<file path="config.mk">
export PLATFORM = sky130hd
export DESIGN_NAME = phy_rx_link_ctrl
export DESIGN_NICKNAME = d
export VERILOG_FILES = /design/src/rtl/phy_pkg.sv /design/src/rtl/phy_rx_link_ctrl.sv
export SDC_FILE = /design/constraint.sdc
export NUM_CORES = 1
export LEC_CHECK = 0
export ABC_AREA = 1
export BUFFER_PORTS_ARGS = -buffer_cell sky130_fd_sc_hd__buf_2
export CORE_AREA = 2 2 56 58
export DETAILED_ROUTE_END_ITERATION = 12
export DIE_AREA = 0 0 58 60
export PLACE_DENSITY_LB_ADDON = 0.05
export RECOVER_POWER = 50
export REMOVE_ABC_BUFFERS = 1
export SYNTH_ARGS = -nofsm -noshare
export SYNTH_HDL_FRONTEND = slang
export SYNTH_SLANG_ARGS = --single-unit
export TNS_END_PERCENT = 100
</file>
<file path="constraint.sdc">
create_clock -name clk4f -period 2.7 [get_ports clk4f]
set_input_delay 0.135 -clock clk4f [delete_from_list [all_inputs] [get_ports clk4f]]
set_output_delay 0.135 -clock clk4f [all_outputs]
set_load 0.1 [all_outputs]
</file>
<file path="src/rtl/phy_pkg.sv">
// Symbols and FSM state codes shared by the deserializer, receive link controller and IDLE transmitter.
package phy_pkg;

  localparam logic [7:0] COM_SYM = 8'hBC;
  localparam logic [7:0] IDL_SYM = 8'h7C;

  typedef enum logic [1:0] {
    ST_IDLE   = 2'd0,
    ST_SYNC   = 2'd1,
    ST_ACTIVE = 2'd2
  } phy_state_e;

  function automatic logic is_ctrl_sym(input logic [7:0] b);
    return (b == COM_SYM) || (b == IDL_SYM);
  endfunction

endpackage

</file>
<file path="src/rtl/phy_rx_link_ctrl.sv">
// Receive link controller: COM-count alignment, data forwarding with control strip, gap-timeout drop.
// Latency 1 cycle, all outputs registered; no backpressure (valid-only stream, downstream must accept).
// PHY_RX_CTRL_STATS_EN adds byte_cnt (wrapping) and loss_cnt (saturating) statistics ports.
module phy_rx_link_ctrl
  import phy_pkg::*;
#(
  parameter int COM_COUNT = 4,
  parameter int LOSS_MAX  = 16
) (
  input  logic       clk4f,
  input  logic       reset,
  input  logic [7:0] in,
  input  logic       valid,
  output logic [7:0] out,
  output logic       valid_out,
  output logic       active,
  output logic       lost_sync,
  output logic [1:0] state
`ifdef PHY_RX_CTRL_STATS_EN
  ,
  output logic [15:0] byte_cnt,
  output logic [7:0]  loss_cnt
`endif
);

  localparam logic [3:0] COM_TGT = 4'(COM_COUNT);
  localparam logic [7:0] GAP_TGT = 8'(LOSS_MAX);

  phy_state_e state_q, state_d;
  logic [3:0] com_cnt, com_cnt_d;
  logic [7:0] gap_cnt, gap_cnt_d;
  logic [7:0] out_d;
  logic       valid_out_d, lost_sync_d;
  logic       is_com;

  assign is_com = (in == COM_SYM);
  assign state  = state_q;

  always_comb begin
    state_d     = state_q;
    com_cnt_d   = com_cnt;
    gap_cnt_d   = gap_cnt;
    out_d       = out;
    valid_out_d = 1'b0;
    lost_sync_d = 1'b0;
    case (state_q)
      ST_IDLE: begin
        if (valid && is_com) begin
          com_cnt_d = 4'd1;
          state_d   = (COM_TGT == 4'd1) ? ST_ACTIVE : ST_SYNC;
        end
      end
      ST_SYNC: begin
        // invalid cycles hold the run; only a valid non-COM breaks it
        if (valid && is_com) begin
          com_cnt_d = com_cnt + 4'd1;
          if (com_cnt_d == COM_TGT) state_d = ST_ACTIVE;
        end else if (valid) begin
          com_cnt_d = 4'd0;
          state_d   = ST_IDLE;
        end
      end
      ST_ACTIVE: begin
        com_cnt_d = 4'd0;
        if (valid) begin
          gap_cnt_d = 8'd0;
          if (!is_ctrl_sym(in)) begin
            out_d       = in;
            valid_out_d = 1'b1;
          end
        end else begin
          gap_cnt_d = (gap_cnt == 8'hFF) ? gap_cnt : gap_cnt + 8'd1;
          if (gap_cnt_d == GAP_TGT) begin
            gap_cnt_d   = 8'd0;
            lost_sync_d = 1'b1;
            state_d     = ST_IDLE;
          end
        end
      end
      default: begin
        state_d   = ST_IDLE;
        com_cnt_d = 4'd0;
        gap_cnt_d = 8'd0;
      end
    endcase
  end

  always_ff @(posedge clk4f or posedge reset) begin
    if (reset) begin
      state_q   <= ST_IDLE;
      com_cnt   <= 4'd0;
      gap_cnt   <= 8'd0;
      out       <= 8'd0;
      valid_out <= 1'b0;
      active    <= 1'b0;
      lost_sync <= 1'b0;
    end else begin
      state_q   <= state_d;
      com_cnt   <= com_cnt_d;
      gap_cnt   <= gap_cnt_d;
      out       <= out_d;
      valid_out <= valid_out_d;
      active    <= (state_d == ST_ACTIVE);
      lost_sync <= lost_sync_d;
    end
  end

`ifdef PHY_RX_CTRL_STATS_EN
  always_ff @(posedge clk4f or posedge reset) begin
    if (reset) begin
      byte_cnt <= 16'd0;
      loss_cnt <= 8'd0;
    end else begin
      if (valid_out_d) byte_cnt <= byte_cnt + 16'd1;
      if (lost_sync_d && (loss_cnt != 8'hFF)) loss_cnt <= loss_cnt + 8'd1;
    end
  end
`endif

endmodule

</file>
==> Word level (Yosys, flattened, before mapping) <==
Index checks and enable logic that the tools add are counted.
{ "word_totals": {"in_bits": 11, "register_bits": 25} }
{ "classes": {"n_addsub": 2, "eq_ne": 10, "bitwise_logic": 1, "reduce_logical": 6, "muxes": 21} }
{ "ops": {"columns": ["operator", "n"], "rows": [
  ["$mux 8", 3],
  ["$eq 8x8->1 const B", 2],
  ["$pmux 8 s2", 1],
  ["$mux 2", 6],
  ["$mux 4", 3],
  ["$add 8x1->8 const B", 1],
  ["$eq 8x5->1 const B", 1],
  ["$eq 8x7->1 const B", 1],
  ["$pmux 4 s2", 1],
  ["$mux 1", 6],
  ["$pmux 2 s3", 1],
  ["$add 4x1->4 const B", 1],
  ["$eq 2x2->1 const B", 2],
  ["$eq 4x3->1 const B", 1],
  ["$ne 3x3->1 const B", 1],
  ["$reduce_and 3->1", 1],
  ["$eq 2x1->1 const B", 1],
  ["$logic_not 2->1", 1],
  ["$ne 2x2->1 const B", 1],
  ["$reduce_and 2->1", 1],
  ["$reduce_or 2->1", 1],
  ["$logic_and 1x1->1", 1],
  ["$logic_or 1x1->1", 1],
  ["$not 1->1", 1]
]} }

==> Logic depth before layout (Yosys ltp) <==
Gate-level depths: netlist of the first run.
{ "depth": {"word_depth": 7, "ltp_mapped": 11, "mapped_depth_nobuf": 11} }

==> Worst setup path before layout of the first run <==
No wires, ideal clock.
{ "synth_timing": {"path_kind": "flip-flop to flip-flop", "start": "reg state_q[1] (netlist: state[1])", "end": "reg out[2]", "arrival_ns": 1.869, "setup_slack_ns": 0.706, "path_stages_with_launch": 10, "path_buffers": 2, "t_required_ns": 2.575, "period_less_slack_ns": 1.994, "cell_sequence": "dfrtp_1 buf_4 inv_2 nor2_4 inv_2 nor2_1 nand3_1 buf_2 nand2_1 o21ai_1"} }
{ "synth_between": {"elab_chain_len": 2} }
{ "synth_rtl": {"columns": ["element", "line", "source"], "rows": [
  ["start: declaration", "phy_rx_link_ctrl.sv:29", "phy_state_e state_q, state_d;"],
  ["start signal: assignment", "phy_rx_link_ctrl.sv:98", "state_q <= state_d;"],
  ["$eq 2x2->1", "phy_rx_link_ctrl.sv:46", "case (state_q)"],
  ["$reduce_and 3->1 (no line)", null, null],
  ["end signal: assignment", "phy_rx_link_ctrl.sv:101", "out <= out_d;"],
  ["end: declaration", "phy_rx_link_ctrl.sv:14", "output logic [7:0] out,"]
]} }
No other way between the ends.
A chain may end at the register's enable or synchronous reset.

==> Worst setup path after layout of the first run <==
{ "layout_timing": {"start": "reg state_q[1] (netlist: state[1])", "end": "reg out[5]"} }
The elaborated chain is that of the path after synthesis.

==> Flow_metrics.wiki, run 1 <==
{| class="wikitable"
! Metric !! Value
|-
| Number of endpoints with negative hold slack in the final report || 0
|-
| Post-synth design cell area || 1360 um^2
|-
| Seq cells post-synth || 25
|-
| Via count of the first global-routing pass || 1055
|-
| Total setup buffers inserted after CTS || 0
|-
| Setup clock skew after layout || 0.000540 ns
|-
| Worst path slowest cell || dfrtp_1
|-
| Share of post-route cells with drive strength above 1 || 19.6%
|-
| Period Utilization, post-route || 68.7%
|-
| Total power draw || 0.000637 W
|-
| Unrepaired setup endpoints after global routing || no
|-
| Max rail drop VDD || 0.225 mV
|-
| Starting DRC count in detailed routing || 52
|-
| Clk sink count || 25
|-
| Average vias per placed instance || 5.07
|-
| Number of ports placed on the die boundary || 24
|-
| Overall overflow remaining after global route || 0
|-
| Initial Utilization || 46.7%
|-
| Post_cts resized || 0
|-
| Weighted congestion reported at the end of routability-driven placement || 0.911
|-
| Stage delay of the slowest cell on the critical path || 0.58 ns
|-
| Fill cells || 286
|-
| Xor and xnor fraction of the mapped netlist area || 1.94%
|-
| Area share of fa/ha/maj cells after synthesis || 2.77%
|-
| Pin count of the biggest net entering global routing || 26
|-
| Drc violations || 0
|-
| TritonCTS buffer count || 3
|-
| Multiplexer share of the synthesized area || 0%
|-
| R2R setup slack || 0.85 ns
|-
| Diode count || 0
|-
| Clock transition time at the flip-flop clock pins of the worst setup and hold paths || 0.13 ns
|-
| Buffer cell driving the clock tree root || clkbuf_4
|-
| Worst Path Required || 2.95 ns
|-
| Sum of net half-perimeters after detailed placement || 2110 um
|-
| Most common cell after layout, fill and taps aside || nand2_1
|-
| Row cnt || 20
|-
| Chain of cells forming the critical path || inv_1, nor2_4, inv_2, nor2_1, nand3_1, inv_1, nand2_1, nand2_1
|-
| Worst min path class || input pin to asynchronous set/reset pin
|-
| CORE AREA || 2900 um^2
|-
| Final number of setup-violating endpoints || 0
|-
| R2r worst-path depth || 8
|-
| Launch point of the critical path || state[1]
|-
| Most frequent cells in the layout || nand2_1, dfrtp_1, inv_1, buf_2, nand3_1
|-
| Number of buffer cells added on primary ports || 23
|-
| CP Launch Type || flip-flop
|-
| Die Area || 3480 um^2
|-
| Worst-case setup margin in the final layout || 0.846 ns
|-
| Number of levels the H-tree was split into || 1
|-
| Clock Latency Late Sink || 0.30 ns
|-
| Distinct cell type count after synthesis || 25
|-
| Final ANT Viol Nets || 0
|-
| CP Buf/Inv Count || 3
|-
| Initial antenna violation count || 0
|-
| Detailed Route WL || 2730 um
|-
| Post-cts hold buffer count || 0
|-
| Final critical path time including I/O delays and setup || 1.85 ns
|-
| Leak pwr || 0.821 nW
|-
| Total global-route track usage || 17.9%
|-
| Worst Hold Margin || 0.0248 ns
|-
| DIE WIDTH || 58 um
|-
| Sequential area share after synthesis || 46.2%
|-
| CP Capture Type || flip-flop
|-
| Largest fanout of any net on the critical path || 12
|-
| Placement-stage worst setup slack || 0.935 ns
|-
| Number of maximum-capacitance violations || 0
|-
| Average wire length per cell after detail routing || 11.7 um
|-
| Synthesized instance count || 174
|-
| Dominant combinational cell family by area after synthesis || simple AND/OR/NAND/NOR gates
|-
| Dominant delay contributor by cell family on the critical path || simple AND/OR/NAND/NOR gates
|-
| Nets@finish || 214
|-
| Setup TNS Final || 0 ns
|-
| Critical register-to-register path endpoint || out[5]
|-
| Die boundary height || 60 um
|-
| Run status || complete, no violations
|-
| Worst setup endpoint || out[5]
|-
| Slew HR || 22.3%
|-
| Maximum clock frequency || 0.540 GHz
|-
| Area added between synthesis and finish || 12.4%
|-
| Number of search-and-repair iterations in the first detailed-routing pass || 4
|-
| Type of the setup path with the least slack || flip-flop to flip-flop
|-
| Global-route wire length before repair || 4770 um
|-
| Worst-Margin Slew || 1.17 ns
|-
| Per-instance average area after synthesis || 7.79 um^2
|-
| Worst-case clock buffer depth || 2
|-
| Pwr dens || 419 nW/um^2
|-
| Post-Synth Simple-Gate Area || 33.4%
|-
| Arrival time worst endpoint || 2.11 ns
|-
| DR vias || 1177
|-
| Area fraction in compound gates after synthesis || 8.13%
|-
| Launching point of the worst reg2reg path || state[1]
|-
| Total number of cells along the worst setup path || 8
|-
| CTS tree || done
|-
| Synthesis warning total || 0
|-
| Number of pins with negative max-slew slack in the final report || 0
|}
[final cells by class]
| cell class | instances | area (um^2) | area share (%) |
|---|---|---|---|
| Multi-Input combinational cell | 123 | 627 | 41.2 |
| Sequential cell | 25 | 626 | 41.1 |
| Timing Repair Buffer | 23 | 113 | 7.40 |
| Inverter | 24 | 90.1 | 5.92 |
| Tap cell | 33 | 41.3 | 2.71 |
| Clock buffer | 4 | 26.3 | 1.73 |
[worst reg2reg max path, cell delays in order (launching register included)]
cell     delay (ns)
dfrtp_1        0.58
inv_1          0.20
nor2_4         0.13
inv_2          0.06
nor2_1         0.08
nand3_1        0.34
inv_1          0.28
nand2_1        0.07
nand2_1        0.07
[through the flow]
stage          cells  utilization (%)  area, um^2
2_1_floorplan    172                -        1340
3_3_place_gp     228             51.6        1500
3_5_place_dp     228             51.6        1500
4_1_cts          232             52.5        1530
5_1_grt          232             52.5        1520
6_report         232             52.5        1520
[synthesized netlist by cell type]
cell / number / area (um^2)
buf_4: 1 / 7.51
a22o_1: 1 / 8.76
nor2_2: 6 / 37.5
o32ai_1: 1 / 8.76
nand4_1: 5 / 31.3
xnor2_1: 3 / 26.3
o21ai_2: 1 / 8.76
nor3_1: 2 / 10.0
nor2_4: 3 / 33.8
dfrtp_1: 25 / 626
nor3b_1: 1 / 7.51
a21oi_1: 1 / 5.00
nand2_2: 2 / 12.5
nand2_1: 57 / 214
nor2_1: 7 / 26.3
o21ai_0: 6 / 30.0
inv_1: 21 / 78.8
o211ai_1: 1 / 7.51
inv_2: 3 / 11.3
nand3_1: 16 / 80.1
o21ai_1: 5 / 25.0
a22o_2: 1 / 10.0
o22ai_1: 1 / 6.26
ha_1: 3 / 37.5
buf_2: 1 / 5.00
[registers in the layout, summed over array words and instances, names as in the netlist]
signal and flops:
lost_sync 1, out 8, gap_cnt 8, active 1, state 2, valid_out 1
com_cnt 4
[routing by layer]
layer / GRT usage, % / part of all wire [%]
met5: 0 / 0
met4: 5.98 / 1.3
met3: 3.46 / 4.9
met2: 27.9 / 44
met1: 24.9 / 50
[how the worst min path moves through the flow]
| stage | startpoint | endpoint | slack, ns | depth (start not counted) |
|---|---|---|---|---|
| finish | reset | com_cnt[1] | 0.02 | 2 |
| global route | in[3] | out[3] | 0.05 | 3 |
| CTS | in[1] | out[1] | 0.03 | 3 |
| detailed placement | in[1] | out[1] | 0.37 | 3 |
| global placement | in[3] | out[3] | 0.37 | 3 |
| floorplan | reset | active | 0.16 | 1 |
[report_power, final]
part	internal, W	switching [W]	leakage [nW]	total [W]
clock	0.0000576	0.000104	0.0150	0.000162
combinational	0.0000152	0.0000712	0.499	0.0000865
sequential	0.000383	0.00000583	0.307	0.000389
total	0.000456	0.000181	0.821	0.000637
[cells by family (layout without fill, tap and decap cells)]
| group | after synthesis | count (layout) |
|---|---|---|
| and+or+nand+nor | 99 | 99 |
| buffers and inverters | 26 | 51 |
| DFF | 25 | 25 |
| AOI/OAI and AO/OA | 18 | 18 |
| adders and majority gates | 3 | 3 |
| xor gates and xnor gates | 3 | 3 |
Note: power is estimated with default switching activity, not from simulation.
==> run 2: changes to the inputs <==
==> constraint.sdc (replaced) <==
create_clock -name clk4f -period 1.5 [get_ports clk4f]
set_input_delay 0.075 -clock clk4f [delete_from_list [all_inputs] [get_ports clk4f]]
set_output_delay 0.075 -clock clk4f [all_outputs]
set_load 0.1 [all_outputs]
==> run 2 against run 1 <==
  * The flow now finishes with violations (negative setup slack)
  * Worst setup slack got worse by 0.92 ns
  * Wire length rose by 20%
  * Non-clock buffer count rose by 19
  * Utilization rose by 9.1 points
  * Fmax rose by 18%
  * Clock-buffer cell count did not move
  * Global-route usage rose by 0.79 points
  * Clock skew rose by 0.0024 ns
  * Register-to-register slack got worse by 0.92 ns
==> Flow_metrics.wiki, run 2 (same netlist as run 1, synthesis figures left out) <==
{| class="wikitable"
! Metric !! Value
|-
| Failing checks || negative setup slack
|-
| Number of ports placed on the die boundary || 24
|-
| CP Buf/Inv Count || 0
|-
| Setup TNS Final || -0.226 ns
|-
| Row cnt || 20
|-
| Clk sink count || 25
|-
| Average wire length per cell after detail routing || 13.0 um
|-
| Origin of the worst min-delay path || valid
|-
| Unrepaired setup endpoints after global routing || yes
|-
| CP Capture Type || flip-flop
|-
| Number of search-and-repair iterations in the first detailed-routing pass || 4
|-
| Buffer cell driving the clock tree root || clkbuf_4
|-
| Nets@finish || 233
|-
| Slew HR || 60.4%
|-
| Type of the setup path with the least slack || flip-flop to flip-flop
|-
| Initial Utilization || 46.7%
|-
| Hold path cells || 2
|-
| Largest registers in the final layout || gap_cnt: 8 flops, out: 8 flops, com_cnt: 4 flops
|-
| Detailed Route WL || 3270 um
|-
| Starting DRC count in detailed routing || 55
|-
| CTS tree || done
|-
| Final number of setup-violating endpoints || 5
|-
| Worst path slowest cell || dfrtp_1
|-
| Max rail drop VDD || 0.413 mV
|-
| Largest fanout of any net on the critical path || 4
|-
| Worst-Margin Slew || 0.594 ns
|-
| Chain of cells forming the critical path || ha_4, nand2_4, nor2_4, nand3_2, nand2_2, nand2_2, nor2_4, nand4_1, nand2_1, nand2_1
|-
| Worst-case setup margin in the final layout || -0.0761 ns
|-
| Final critical path time including I/O delays and setup || 1.58 ns
|-
| Via count of the first global-routing pass || 1165
|-
| Number of maximum-capacitance violations || 0
|-
| Worst-case clock buffer depth || 2
|-
| CP Launch Type || flip-flop
|-
| Total power draw || 0.00119 W
|-
| Die boundary height || 60 um
|-
| Number of buffer cells added on primary ports || 23
|-
| Launching point of the worst reg2reg path || gap_cnt[0]
|-
| Number of levels the H-tree was split into || 1
|-
| Share of post-route cells with drive strength above 1 || 30.7%
|-
| Sum of net half-perimeters after detailed placement || 2160 um
|-
| Run status || finished, violations left
|-
| Number of pins with negative max-slew slack in the final report || 0
|-
| Area added between synthesis and finish || 31.9%
|-
| CORE AREA || 2900 um^2
|-
| Worst min path class || input pin to flip-flop
|-
| Pin count of the biggest net entering global routing || 26
|-
| Leak pwr || 0.922 nW
|-
| Stage delay of the slowest cell on the critical path || 0.43 ns
|-
| Most common cell after layout, fill and taps aside || nand2_1
|-
| Final Util || 61.6%
|-
| Die Area || 3480 um^2
|-
| Worst Hold Endpoint || state[0]
|-
| Number of endpoints with negative hold slack in the final report || 0
|-
| Worst Path Required || 1.73 ns
|-
| Setup clock skew after layout || 0.00298 ns
|-
| Clock Latency Late Sink || 0.33 ns
|-
| Period Utilization, post-route || 105%
|-
| Total number of cells along the worst setup path || 10
|-
| Global-route wire length before repair || 4940 um
|-
| Total global-route track usage || 18.7%
|-
| DR vias || 1284
|-
| Dominant delay contributor by cell family on the critical path || simple AND/OR/NAND/NOR gates
|-
| Maximum clock frequency || 0.634 GHz
|-
| Weighted congestion reported at the end of routability-driven placement || 0.817
|-
| Most frequent cells in the layout || nand2_1, dfrtp_1, inv_1, buf_2, nand3_1
|-
| Pwr dens || 665 nW/um^2
|-
| Diode count || 0
|-
| Final ANT Viol Nets || 0
|-
| Clock transition time at the flip-flop clock pins of the worst setup and hold paths || 0.13 ns
|-
| Critical register-to-register path endpoint || state[1]
|-
| DIE WIDTH || 58 um
|-
| TritonCTS buffer count || 3
|-
| Overall overflow remaining after global route || 0
|-
| R2R setup slack || -0.08 ns
|-
| R2r worst-path depth || 10
|-
| Initial antenna violation count || 0
|-
| Drc violations || 0
|-
| Arrival time worst endpoint || 1.81 ns
|-
| Average vias per placed instance || 5.12
|}
==> run 2: cell count changes in the layout (fill, tap and decap cells not counted), sizes merged <==
cell,before,now
dlygate4sd3,0,8
buf,21,29
inv,24,23
clkinvlp,0,1
clkbuf,6,9
==> run 2: layer usage <==
layer | global-route usage [%] | part of all wire, % | vias to the layer above
li1 | - | - | 643
met4 | 7.97 | 2.4 | 0
met2 | 30.0 | 52 | 38
met3 | 2.16 | 4.6 | 9
met5 | 0 | 0 | -
met1 | 25.5 | 41 | 594
==> run 2: final cells by class <==
class                           count  area (um^2)
Fill cell                         251         1120
Multi-Input combinational cell    123          719
Tap cell                           33         41.3
Sequential cell                    25          627
Inverter                           24         93.8
Clock buffer                        4         26.3
Timing Repair Buffer               42          279
==> run 2: stage by stage <==
step	setup slack, ns	instance area (um^2)	hold WS (ns)	std cells
after floorplan	-0.597	1340	0.102	172
after global placement	0.0353	1550	0.136	235
after detailed placement	-0.00906	1550	0.142	235
after CTS	0.0199	1660	0.00459	247
after global routing	-0.190	1790	0.0302	251
final	-0.0761	1790	0.0224	251
==> run 2: worst max path at each step <==
stage / slack [ns] / start / to
2_1_floorplan: -0.60 / state[1] / out[1]
3_3_place_gp: 0.04 / gap_cnt[0] / gap_cnt[4]
3_5_place_dp: -0.009 / gap_cnt[0] / state[1]
4_1_cts: 0.02 / gap_cnt[0] / state[1]
6_report: -0.08 / gap_cnt[0] / state[1]
5_1_grt: -0.19 / gap_cnt[0] / state[1]
==> run 2: timing repair <==
item / in CTS / in global routing
setup buffers: 0 / 4
endpoints found under the hold margin: 32 / 0
gates resized for setup: 1 / 21
pin swaps: 1 / 12
setup endpoints to repair: 3 / 16
hold buffers: 8 / 0
==> run 2: power by group <==
part	total [W]	internal [W]	switching [W]	leakage, nW
Clock	0.000311	0.000105	0.000206	0.0150
Sequential	0.000701	0.000690	0.0000112	0.305
Combinational	0.000176	0.0000426	0.000133	0.602
==> run 3: changes to the inputs <==
--- a/config.mk
+++ b/config.mk
@@ -7,9 +7,11 @@
 export LEC_CHECK = 0
 export ABC_AREA = 1
 export BUFFER_PORTS_ARGS = -buffer_cell sky130_fd_sc_hd__buf_2
-export CORE_AREA = 2 2 56 58
+export CELL_PAD_IN_SITES_DETAIL_PLACEMENT = 0
+export CELL_PAD_IN_SITES_GLOBAL_PLACEMENT = 1
+export CORE_AREA = 2 2 65 67
 export DETAILED_ROUTE_END_ITERATION = 12
-export DIE_AREA = 0 0 58 60
+export DIE_AREA = 0 0 67 69
 export PLACE_DENSITY_LB_ADDON = 0.05
 export RECOVER_POWER = 50
 export REMOVE_ABC_BUFFERS = 1
==> run 3 against run 2 <==
  * Via count is 3.4% lower
  * Critical endpoint is now gap_cnt[0]
  * First-iteration DRC count decreased by 13%
  * Clock power increased by 30%
  * The run still ends with negative setup slack left
  * Combinational power fell by 9%
  * Largest power group unchanged
==> Flow_metrics.wiki, run 3 (same netlist as run 1, synthesis figures left out) <==
{| class="wikitable"
! Metric !! Value
|-
| Average wire length per cell after detail routing || 12.3 um
|-
| Period Utilization, post-route || 103%
|-
| Most frequent cells in the layout || nand2_1, dfrtp_1, inv_1, buf_2, nand3_1
|-
| Weighted congestion reported at the end of routability-driven placement || 0.738
|-
| Area added between synthesis and finish || 27.8%
|-
| CORE AREA || 3910 um^2
|-
| TritonCTS buffer count || 3
|-
| Nets@finish || 226
|-
| Total power draw || 0.00126 W
|-
| Final Util || 44.2%
|-
| Initial antenna violation count || 0
|-
| Arrival time worst endpoint || 1.71 ns
|-
| Final ANT Viol Nets || 0
|-
| Average vias per placed instance || 4.75
|-
| Failing checks || negative setup slack
|-
| Clock transition time at the flip-flop clock pins of the worst setup and hold paths || 0.09 ns
|-
| Detailed Route WL || 3200 um
|-
| Number of ports placed on the die boundary || 24
|-
| Largest fanout of any net on the critical path || 6
|-
| Worst Path Required || 1.67 ns
|-
| Pin count of the biggest net entering global routing || 26
|-
| Share of post-route cells with drive strength above 1 || 30.3%
|-
| Chain of cells forming the critical path || ha_4, nand2_4, nor2_4, nand2_4, nand2_1, nand2_2, buf_4, o32ai_2
|-
| Pwr dens || 729 nW/um^2
|-
| Number of levels the H-tree was split into || 1
|-
| Largest registers in the final layout || gap_cnt: 8 flops, out: 8 flops, com_cnt: 4 flops
|-
| Leak pwr || 0.912 nW
|-
| Number of standard cells in the layout, taps in and fillers out || 261
|-
| Number of maximum-capacitance violations || 0
|-
| Maximum clock frequency || 0.647 GHz
|-
| Drc violations || 0
|-
| Stage delay of the slowest cell on the critical path || 0.40 ns
|-
| Sum of net half-perimeters after detailed placement || 2420 um
|-
| DIE WIDTH || 67 um
|-
| DR vias || 1240
|-
| Row cnt || 23
|-
| Fill cells || 422
|-
| Max rail drop VDD || 0.359 mV
|-
| Run status || finished, violations left
|-
| Initial Utilization || 34.6%
|-
| Buffer cell driving the clock tree root || clkbuf_8
|-
| Number of endpoints with negative hold slack in the final report || 0
|-
| CP Launch Type || flip-flop
|-
| Unrepaired setup endpoints after global routing || yes
|-
| Worst-Margin Slew || 0.639 ns
|-
| Most common cell after layout, fill and taps aside || nand2_1
|-
| Most frequent cell on the critical path || nand2_4
|-
| Worst min path class || input pin to flip-flop
|-
| Total global-route track usage || 15.0%
|-
| Global-route wire length before repair || 5380 um
|-
| Number of pins with negative max-slew slack in the final report || 0
|-
| CP Capture Type || flip-flop
|-
| Cell count after placement || 254
|-
| Clk sink count || 25
|-
| Number of buffer cells added on primary ports || 23
|-
| Final number of setup-violating endpoints || 5
|-
| Clock Latency Late Sink || 0.27 ns
|-
| Worst-case clock buffer depth || 2
|-
| Die Area || 4620 um^2
|-
| CTS tree || done
|-
| Starting DRC count in detailed routing || 48
|-
| Type of the setup path with the least slack || flip-flop to flip-flop
|-
| Overall overflow remaining after global route || 0
|-
| Worst path slowest cell || dfrtp_1
|-
| Die boundary height || 69 um
|-
| Diode count || 0
|-
| Setup clock skew after layout || 0.00154 ns
|-
| Slew HR || 57.4%
|-
| Via count of the first global-routing pass || 1222
|-
| Final critical path time including I/O delays and setup || 1.54 ns
|-
| Worst-case setup margin in the final layout || -0.0448 ns
|-
| Number of search-and-repair iterations in the first detailed-routing pass || 4
|}
-- run 3: cell types whose count changed in the layout (fill, tap and decap cells not counted), sizes merged --
cell and delta:
dlygate4sd3 -7, buf +1, clkbuf -1, clkinvlp -1, inv +1
-- run 3: layout make-up --
| cell class | instances | area (um^2) | area share, % |
|---|---|---|---|
| Multi-Input combinational cell | 123 | 702 | 40.5 |
| Sequential cell | 25 | 627 | 36.2 |
| Timing Repair Buffer | 35 | 205 | 11.8 |
| Inverter | 24 | 90.1 | 5.20 |
| Tap cell | 50 | 62.6 | 3.61 |
| Clock buffer | 4 | 45.0 | 2.60 |
-- run 3: worst paths after layout --
kind,cells past startpoint,endpoint,slack (ns),start
hold / removal,3,out[4],0.04,in[4]
setup reg to reg,8,gap_cnt[0],-0.04,gap_cnt[1]
setup / recovery,8,gap_cnt[0],-0.04,gap_cnt[1]
hold reg to reg,2,out[5],0.48,out[5]
max in group asynchronous,4,gap_cnt[2],0.54,reset
min in group asynchronous,4,out[7],0.51,reset
-- run 3: what timing repair did --
item / in CTS / in global routing
setup endpoints to repair: 4 / 7
gates resized for setup: 3 / 13
buffers inserted: 1 / 1
endpoints found under the hold margin: 25 / 0
pin swaps: 1 / 11
hold buffers: 1 / 0
-- run 3: critical path: cells and delay by family (launching register included) --
family                     cells  cell delay [ns]
DFF                            1             0.40
and+or+nand+nor                5             0.52
buffers and inverters          1             0.13
AOI/OAI and AO/OA              1             0.23
adders and majority gates      1             0.17
-- run 3: metrics by stage --
stage	hold WS (ns)	setup TNS [ns]	area (um^2)	worst slack [ns]
4_1_cts	0.0394	-0.00118	1670	-0.00118
3_3_place_gp	0.146	0	1590	0.00475
2_1_floorplan	0.102	-8.06	1340	-0.597
3_5_place_dp	0.157	-0.232	1590	-0.0722
5_1_grt	0.0604	-0.670	1730	-0.145
6_report	0.0385	-0.0789	1730	-0.0448
-- run 3: routing by layer --
metal | vias to the layer above | track usage [%] | wire, um
li1 | 631 | - | -
met1 | 573 | 21.4 | 1570
met2 | 30 | 22.3 | 1410
met3 | 6 | 2.12 | 158
met4 | 0 | 6.58 | 62
met5 | - | 0 | 0
-- run 3: where the power goes --
part / switching (W) / internal [W] / total, W
Sequential: 0.0000105 / 0.000690 / 0.000700
Combinational: 0.000130 / 0.0000301 / 0.000160
Clock: 0.000213 / 0.000190 / 0.000403
